==> src/rtl/intel8088_hold_arbiter_pkg.sv <==
// Shared definitions for the 8088 HOLD/HLDA bus arbiter.
//   arb_state_e      : arbiter FSM state encoding (2 bits)
//   NReqDefault      : default requester count
//   MaxBurstDefault  : default burst limit (only used with HOLD_BURST_LIMIT_EN)
package intel8088_arb_pkg;

  typedef enum logic [1:0] {
    StIdle    = 2'd0,
    StReqHold = 2'd1,
    StGrant   = 2'd2,
    StRelease = 2'd3
  } arb_state_e;

  localparam int unsigned NReqDefault     = 4;
  localparam int unsigned MaxBurstDefault = 16;

endpackage

==> src/rtl/intel8088_hold_arbiter_if.sv <==
// Bus-side signal bundle of the 8088 HOLD/HLDA arbiter.
//   req       : per-requester level request
//   HLDA      : hold acknowledge from the 8088
//   HOLD      : hold request to the 8088
//   gnt       : one-hot grant
//   owner     : index of current/last grantee
//   bus_busy  : arbiter not idle
//   proto_err : sticky HLDA protocol violation
// Modports: slave = arbiter side, master = requesters/CPU side.
interface intel8088_hold_arbiter_if #(
  parameter int unsigned NREQ = 4
) ();

  logic [NREQ-1:0]         req;
  logic                    HLDA;
  logic                    HOLD;
  logic [NREQ-1:0]         gnt;
  logic [$clog2(NREQ)-1:0] owner;
  logic                    bus_busy;
  logic                    proto_err;

  modport slave (
    input  req,
    input  HLDA,
    output HOLD,
    output gnt,
    output owner,
    output bus_busy,
    output proto_err
  );

  modport master (
    output req,
    output HLDA,
    input  HOLD,
    input  gnt,
    input  owner,
    input  bus_busy,
    input  proto_err
  );

endinterface

==> src/rtl/intel8088_hold_arbiter_rr_picker.sv <==
// Combinational round-robin selector.
//   req_i    : request vector
//   ptr_i    : highest-priority index for this pick
//   valid_o  : at least one request is set
//   winner_o : first set request at or after ptr_i, wrapping
module rr_picker #(
  parameter int unsigned NREQ = 4
) (
  input  logic [NREQ-1:0]         req_i,
  input  logic [$clog2(NREQ)-1:0] ptr_i,
  output logic                    valid_o,
  output logic [$clog2(NREQ)-1:0] winner_o
);

  localparam int unsigned PtrW = $clog2(NREQ);

  logic [PtrW-1:0] idx;

  always_comb begin
    valid_o  = 1'b0;
    winner_o = '0;
    idx      = '0;
    for (int unsigned i = 0; i < NREQ; i++) begin
      idx = PtrW'((32'(ptr_i) + i) % NREQ);
      if (!valid_o && req_i[idx]) begin
        valid_o  = 1'b1;
        winner_o = idx;
      end
    end
  end

endmodule

==> src/rtl/intel8088_hold_arbiter.sv <==
// Intel 8088 minimum-mode HOLD/HLDA bus arbiter for NREQ bus masters.
// Raises HOLD on any request, waits for HLDA, grants one requester in
// round-robin order and returns the bus to the CPU after each tenure.
//   CLK    : bus clock, rising edge
//   RESET  : synchronous active-high reset
//   bus_io : slave modport of intel8088_hold_arbiter_if (req/HLDA in,
//            HOLD/gnt/owner/bus_busy/proto_err out)
// Optional feature: define HOLD_BURST_LIMIT_EN to cap each tenure at
// MAX_BURST grant cycles.
module intel8088_hold_arbiter
  import intel8088_arb_pkg::*;
#(
  parameter int unsigned NREQ      = NReqDefault,
  parameter int unsigned MAX_BURST = MaxBurstDefault
) (
  input logic                     CLK,
  input logic                     RESET,
  intel8088_hold_arbiter_if.slave bus_io
);

  localparam int unsigned PtrW = $clog2(NREQ);

  if (NREQ < 2 || NREQ > 8 || MAX_BURST < 2) begin : g_param_check
    $error("intel8088_hold_arbiter: NREQ must be 2..8 and MAX_BURST >= 2");
  end

  arb_state_e      state_q, state_d;
  logic [PtrW-1:0] ptr_q, ptr_d;
  logic [PtrW-1:0] owner_q, owner_d;
  logic            proto_err_q, proto_err_d;
  logic            hold_q, hold_d;
  logic [NREQ-1:0] gnt_q, gnt_d;

  logic            pick_valid;
  logic [PtrW-1:0] pick_idx;
  logic            burst_done;

  rr_picker #(
    .NREQ(NREQ)
  ) u_rr_picker (
    .req_i    (bus_io.req),
    .ptr_i    (ptr_q),
    .valid_o  (pick_valid),
    .winner_o (pick_idx)
  );

`ifdef HOLD_BURST_LIMIT_EN
  localparam int unsigned CntW = $clog2(MAX_BURST + 1);

  logic [CntW-1:0] cnt_q, cnt_d;

  // Counter sits at zero outside GRANT, so it is clear on every GRANT entry.
  always_comb begin
    cnt_d = '0;
    if (state_q == StGrant) begin
      cnt_d = cnt_q + CntW'(1);
    end
  end

  // cnt_q counts completed grant cycles; this cycle is the MAX_BURST-th.
  assign burst_done = (cnt_q == CntW'(MAX_BURST - 1));

  always_ff @(posedge CLK) begin
    if (RESET) begin
      cnt_q <= '0;
    end else begin
      cnt_q <= cnt_d;
    end
  end
`else
  assign burst_done = 1'b0;
`endif

  // State register (plus registered outputs derived from next state).
  always_ff @(posedge CLK) begin
    if (RESET) begin
      state_q     <= StIdle;
      ptr_q       <= '0;
      owner_q     <= '0;
      proto_err_q <= 1'b0;
      hold_q      <= 1'b0;
      gnt_q       <= '0;
    end else begin
      state_q     <= state_d;
      ptr_q       <= ptr_d;
      owner_q     <= owner_d;
      proto_err_q <= proto_err_d;
      hold_q      <= hold_d;
      gnt_q       <= gnt_d;
    end
  end

  // Next-state logic.
  always_comb begin
    state_d     = state_q;
    ptr_d       = ptr_q;
    owner_d     = owner_q;
    proto_err_d = proto_err_q;
    unique case (state_q)
      StIdle: begin
        if (|bus_io.req) begin
          state_d = StReqHold;
        end
      end
      StReqHold: begin
        if (bus_io.HLDA) begin
          if (pick_valid) begin
            state_d = StGrant;
            owner_d = pick_idx;
            ptr_d   = (pick_idx == PtrW'(NREQ - 1)) ? '0 : pick_idx + PtrW'(1);
          end else begin
            // Every requester withdrew before HLDA came back.
            state_d = StRelease;
          end
        end
      end
      StGrant: begin
        if (!bus_io.HLDA) begin
          proto_err_d = 1'b1;
          state_d     = StRelease;
        end else if (!bus_io.req[owner_q] || burst_done) begin
          state_d = StRelease;
        end
      end
      StRelease: begin
        // HOLD stays low until the CPU has visibly taken the bus back.
        if (!bus_io.HLDA) begin
          state_d = StIdle;
        end
      end
      default: state_d = StIdle;
    endcase
  end

  // Output decode from next state, registered above so HOLD/gnt are glitch-free.
  always_comb begin
    hold_d = (state_d == StReqHold) || (state_d == StGrant);
    gnt_d  = '0;
    if (state_d == StGrant) begin
      gnt_d[owner_d] = 1'b1;
    end
  end

  assign bus_io.HOLD      = hold_q;
  assign bus_io.gnt       = gnt_q;
  assign bus_io.owner     = owner_q;
  assign bus_io.bus_busy  = (state_q != StIdle);
  assign bus_io.proto_err = proto_err_q;

endmodule

==> src/flat_wrapper.sv <==
// flat-port wrapper written by rule: the top's interface ports become plain ports
module intel8088_hold_arbiter_flat import intel8088_arb_pkg::*;
#(
  parameter int unsigned NREQ      = NReqDefault,
  parameter int unsigned MAX_BURST = MaxBurstDefault
)
  (CLK, RESET, bus_io_req, bus_io_HLDA, bus_io_HOLD, bus_io_gnt, bus_io_owner, bus_io_bus_busy, bus_io_proto_err);
  intel8088_hold_arbiter_if #(.NREQ(NREQ)) bus_io_i ();
  input logic CLK;
  input logic RESET;
  input wire logic [$bits(bus_io_i.req)-1:0] bus_io_req;
  input wire logic [$bits(bus_io_i.HLDA)-1:0] bus_io_HLDA;
  output wire logic [$bits(bus_io_i.HOLD)-1:0] bus_io_HOLD;
  output wire logic [$bits(bus_io_i.gnt)-1:0] bus_io_gnt;
  output wire logic [$bits(bus_io_i.owner)-1:0] bus_io_owner;
  output wire logic [$bits(bus_io_i.bus_busy)-1:0] bus_io_bus_busy;
  output wire logic [$bits(bus_io_i.proto_err)-1:0] bus_io_proto_err;
  assign bus_io_i.req = bus_io_req;
  assign bus_io_i.HLDA = bus_io_HLDA;
  assign bus_io_HOLD = bus_io_i.HOLD;
  assign bus_io_gnt = bus_io_i.gnt;
  assign bus_io_owner = bus_io_i.owner;
  assign bus_io_bus_busy = bus_io_i.bus_busy;
  assign bus_io_proto_err = bus_io_i.proto_err;
  intel8088_hold_arbiter #(.NREQ(NREQ), .MAX_BURST(MAX_BURST)) u_core (.CLK(CLK), .RESET(RESET), .bus_io(bus_io_i));
endmodule
==> config.mk <==
export PLATFORM = sky130hd
export DESIGN_NAME = intel8088_hold_arbiter_flat
export DESIGN_NICKNAME = d
export VERILOG_FILES = /design/src/rtl/intel8088_hold_arbiter_pkg.sv /design/src/rtl/intel8088_hold_arbiter_if.sv /design/src/rtl/intel8088_hold_arbiter_rr_picker.sv /design/src/rtl/intel8088_hold_arbiter.sv /design/src/flat_wrapper.sv
export SDC_FILE = /design/constraint.sdc
export NUM_CORES = 1
export LEC_CHECK = 0
export ABC_AREA = 1
export BUFFER_PORTS_ARGS = -buffer_cell sky130_fd_sc_hd__buf_2
export CORE_UTILIZATION = 56
export CTS_CLUSTER_DIAMETER = 120
export DETAILED_ROUTE_END_ITERATION = 8
export PLACE_DENSITY = 0.81
export SLEW_MARGIN = 20
export SYNTH_ARGS = -nofsm -noshare
export SYNTH_HDL_FRONTEND = slang
export SYNTH_SLANG_ARGS = --single-unit
==> constraint.sdc <==
create_clock -name CLK -period 2.5 [get_ports CLK]
set_clock_uncertainty 0.1 [all_clocks]
set_input_delay 0.75 -clock CLK [delete_from_list [all_inputs] [get_ports CLK]]
set_output_delay 0.75 -clock CLK [all_outputs]
set_load 0.005 [all_outputs]
==> summary.txt <==
die span in x - 40.11 µm
count of cell types in the netlist - 19
LEAKAGE - 0.0005154 µW
pwr dens - 611.7 mW/mm²
synthesis-stage register bit count - 12
worst slew margin relative to its limit - 0.7156
via count of the first global-routing pass - 724
clock tree from TritonCTS - built
Top-Level Pins - 16
Initial Utilization - 0.6098
maximum vdd drop - 0.4576 mV
floorplan row count - 13
Async S/R FF share, synth - 0
count of routing violations after the opening detailed-route iteration - 17
top cell type's share of synthesized area - 0.2954
CTS clk-pin slew, worst paths - 0.07 ns
Std-Cell Core Area - 0.001334 mm²
wirelength, routed - 1.662 mm
maximum clock insertion buffer count - 2
YS warnings - 0
Post-Syn Instances - 128
critical path class - reg2reg
number of max-cap violations - 0
Register-to-Register Setup Slack - 0.57 ns
GRT Residual Overflow - 0
Critical Path End - u_core.bus_io.gnt[1]$_SDFF_PP0_
Diodes inserted - 0
critical path cell sequence - inv_2 -> nand2_1 -> nand2_1 -> nand2_1 -> nand2_2 -> nor2_4 -> nand4_1 -> nand2_1 -> nand2_1 -> nand2_2 -> inv_2 -> nor2_1
Net Count, Synth - 136
Filler Cells Inserted - 125
commonest register cell after synthesis - sky130_fd_sc_hd__dfxtp_1
antenna violations before repair - 0
DRC violation count after routing - 0
Critical Path Slowest Stage Cell - sky130_fd_sc_hd__dfxtp_1
# H-tree levels - 1
startpoint of the worst-slack reg-to-reg timing path - u_core.ptr_q[0]$_SDFFE_PP0P_
destination of the worst register-to-register timing path - u_core.bus_io.gnt[1]$_SDFF_PP0_
type of the most critical hold path - reg2reg
result of the run - finished clean
crit path launch - u_core.ptr_q[0]$_SDFFE_PP0P_
pin count of the biggest net entering global routing - 12
Register-to-Register Path Depth - 12
required time of the critical path - 2.60 ns
TNS Setup - 0 ns
routed wire length per instance - 10.39 µm
worst slew pin tran - 0.4260 ns
commonest cells in the netlist - sky130_fd_sc_hd__nand2_1 (37), sky130_fd_sc_hd__inv_1 (16), sky130_fd_sc_hd__nand2_2 (14), sky130_fd_sc_hd__dfxtp_1 (12), sky130_fd_sc_hd__nor2_1 (10)
number of setup violations in the final report - 0
most common cell in the synthesized netlist - sky130_fd_sc_hd__nand2_1
share of cells above drive strength 1 - 0.3103
overall via count from detail_route - 817
clock root buffer master - sky130_fd_sc_hd__clkbuf_4
estimated wirelength of the detail-placed design - 1.378 mm
Port Buf Inserts - 15
RSZ-0062 raised after global routing - no
cell types with the largest area share after synthesis - sky130_fd_sc_hd__dfxtp_1 (30%), sky130_fd_sc_hd__nand2_1 (17%), sky130_fd_sc_hd__nand2_2 (11%)
largest incremental delay on the critical path - 0.58 ns
Sinks on Clock Net - 12
global placement routability congestion - 0.8512
Slew Limit Fails - 0
detailed-router iteration count before antenna repair - 4
number of antenna-violating nets in the routed design - 0
startpoint class of the critical path - flip-flop
CTS resizes - 0
arrival time of the worst setup path - 2.03 ns
layout-stage area growth over the synthesis result - 14.00%
height of the die - 40.11 µm
Final Cycle Share - 0.7722
vias per cell - 5.106
most frequent CP cell - sky130_fd_sc_hd__nand2_1
total standard cell area after synthesis - 813.3 µm²
gr usage total - 0.2572
filler-free cell count of the finished design - 160
full die area - 0.001609 mm²
Hold-fix buffers, CTS - 0
global-route wire length before repair - 2.842 mm
net total in the final layout - 154
placed cell count - 156
kind of end point of the critical path - flip-flop
cell type with the highest aggregate area in the netlist - sky130_fd_sc_hd__dfxtp_1
fraction of the yosys area taken by sequential cells - 0.2954
Skew-Pair Late Insertion Delay - 0.27 ns
number of endpoints with negative hold slack in the final report - 0
crit-path max FO - 11
synthesized area per cell - 6.354 µm²
EDFF count, synth - 0
time the worst path needs with I/O delays and setup - 1.931 ns
Setup Fix Bufs, Post-CTS - 0
CTS Buf Count - 3
maximum clock frequency - 518.0 MHz
[worst min-delay path by stage]
stage,slack (ns),to,start,cells after the start
after floorplan,0.35,u_core.bus_io.proto_err$_SDFFE_PP0P_,u_core.bus_io.proto_err$_SDFFE_PP0P_,2
after CTS,0.36,u_core.bus_io.proto_err$_SDFFE_PP0P_,u_core.bus_io.proto_err$_SDFFE_PP0P_,2
after global placement,0.34,u_core.bus_io.proto_err$_SDFFE_PP0P_,u_core.bus_io.proto_err$_SDFFE_PP0P_,2
after detailed placement,0.34,u_core.bus_io.proto_err$_SDFFE_PP0P_,u_core.bus_io.proto_err$_SDFFE_PP0P_,2
final,0.35,u_core.bus_io.proto_err$_SDFFE_PP0P_,u_core.bus_io.proto_err$_SDFFE_PP0P_,2
after global routing,0.38,u_core.bus_io.proto_err$_SDFFE_PP0P_,u_core.bus_io.proto_err$_SDFFE_PP0P_,2
[placed cells by master, fill, tap and decap left out, drive strengths merged]
cell    Yosys  layout
a21oi       5       5
buf         2      15
clkbuf      0       4
dfxtp      12      12
ha          1       1
inv        21      21
nand2      52      52
nand3      12      12
nand3b      1       1
nand4       2       2
nor2       12      12
o2111a      1       1
o21ai       6       6
or2         1       1
[stage by stage]
stage	total power, µW	cell area (µm²)	utilization	worst slack (ns)	hold WS [ns]
after floorplan	379.3	813.3	-	0.6448	0.3466
after global placement	415.6	890.9	0.6679	0.4078	0.3380
after detailed placement	423.3	890.9	0.6679	0.3961	0.3447
after CTS	574.3	927.1	0.6951	0.5886	0.3559
after global routing	613.3	927.1	0.6951	0.3535	0.3757
final	567.1	927.1	0.6951	0.5694	0.3501
[power breakdown]
part | switching [µW] | internal, µW
clock | 60.2 | 88.5
sequential | 15.7 | 207
combinational | 123 | 73.0
[layout make-up]
| class | instances | area [µm²] | share of cell area |
|---|---|---|---|
| multi-input combinational | 93 | 478.0 | 0.5155 |
| sequential | 12 | 240.2 | 0.2591 |
| inverter | 21 | 78.83 | 0.08502 |
| timing repair buffer | 15 | 75.07 | 0.08097 |
| clock buffer | 4 | 36.28 | 0.03914 |
| tap | 15 | 18.77 | 0.02024 |
[logic make-up after synthesis]
| logic type | after synthesis | share of synthesized area |
|---|---|---|
| fa+ha+maj | 1 | 0.01538 |
| compound gates | 12 | 0.08153 |
| buf+inv | 23 | 0.1169 |
| simple gates | 80 | 0.4908 |
| flops | 12 | 0.2954 |
[worst max-delay path, delay by kind of cell, from the launching register on]
kind	cells	cell delay, ns
AND/OR/NAND/NOR	10	0.96
flip-flops	1	0.58
buffers and inverters	2	0.20
[per-layer routing]
layer	track usage	vias to the layer above	share of wire
met1	0.2983	371	0.45
met3	0.05000	0	0.026
li1	-	432	-
met2	0.4919	14	0.53
met5	0	-	0
met4	0.02586	0	0
[registers in the layout, summed over array words and instances (netlist names)]
signal                   cells
u_core.ptr_q                 2
u_core.bus_io.proto_err      1
u_core.bus_io.HOLD           1
u_core.bus_io.owner          2
u_core.bus_io.gnt            4
u_core.state_q               2
(Power assumes the default switching activity.)
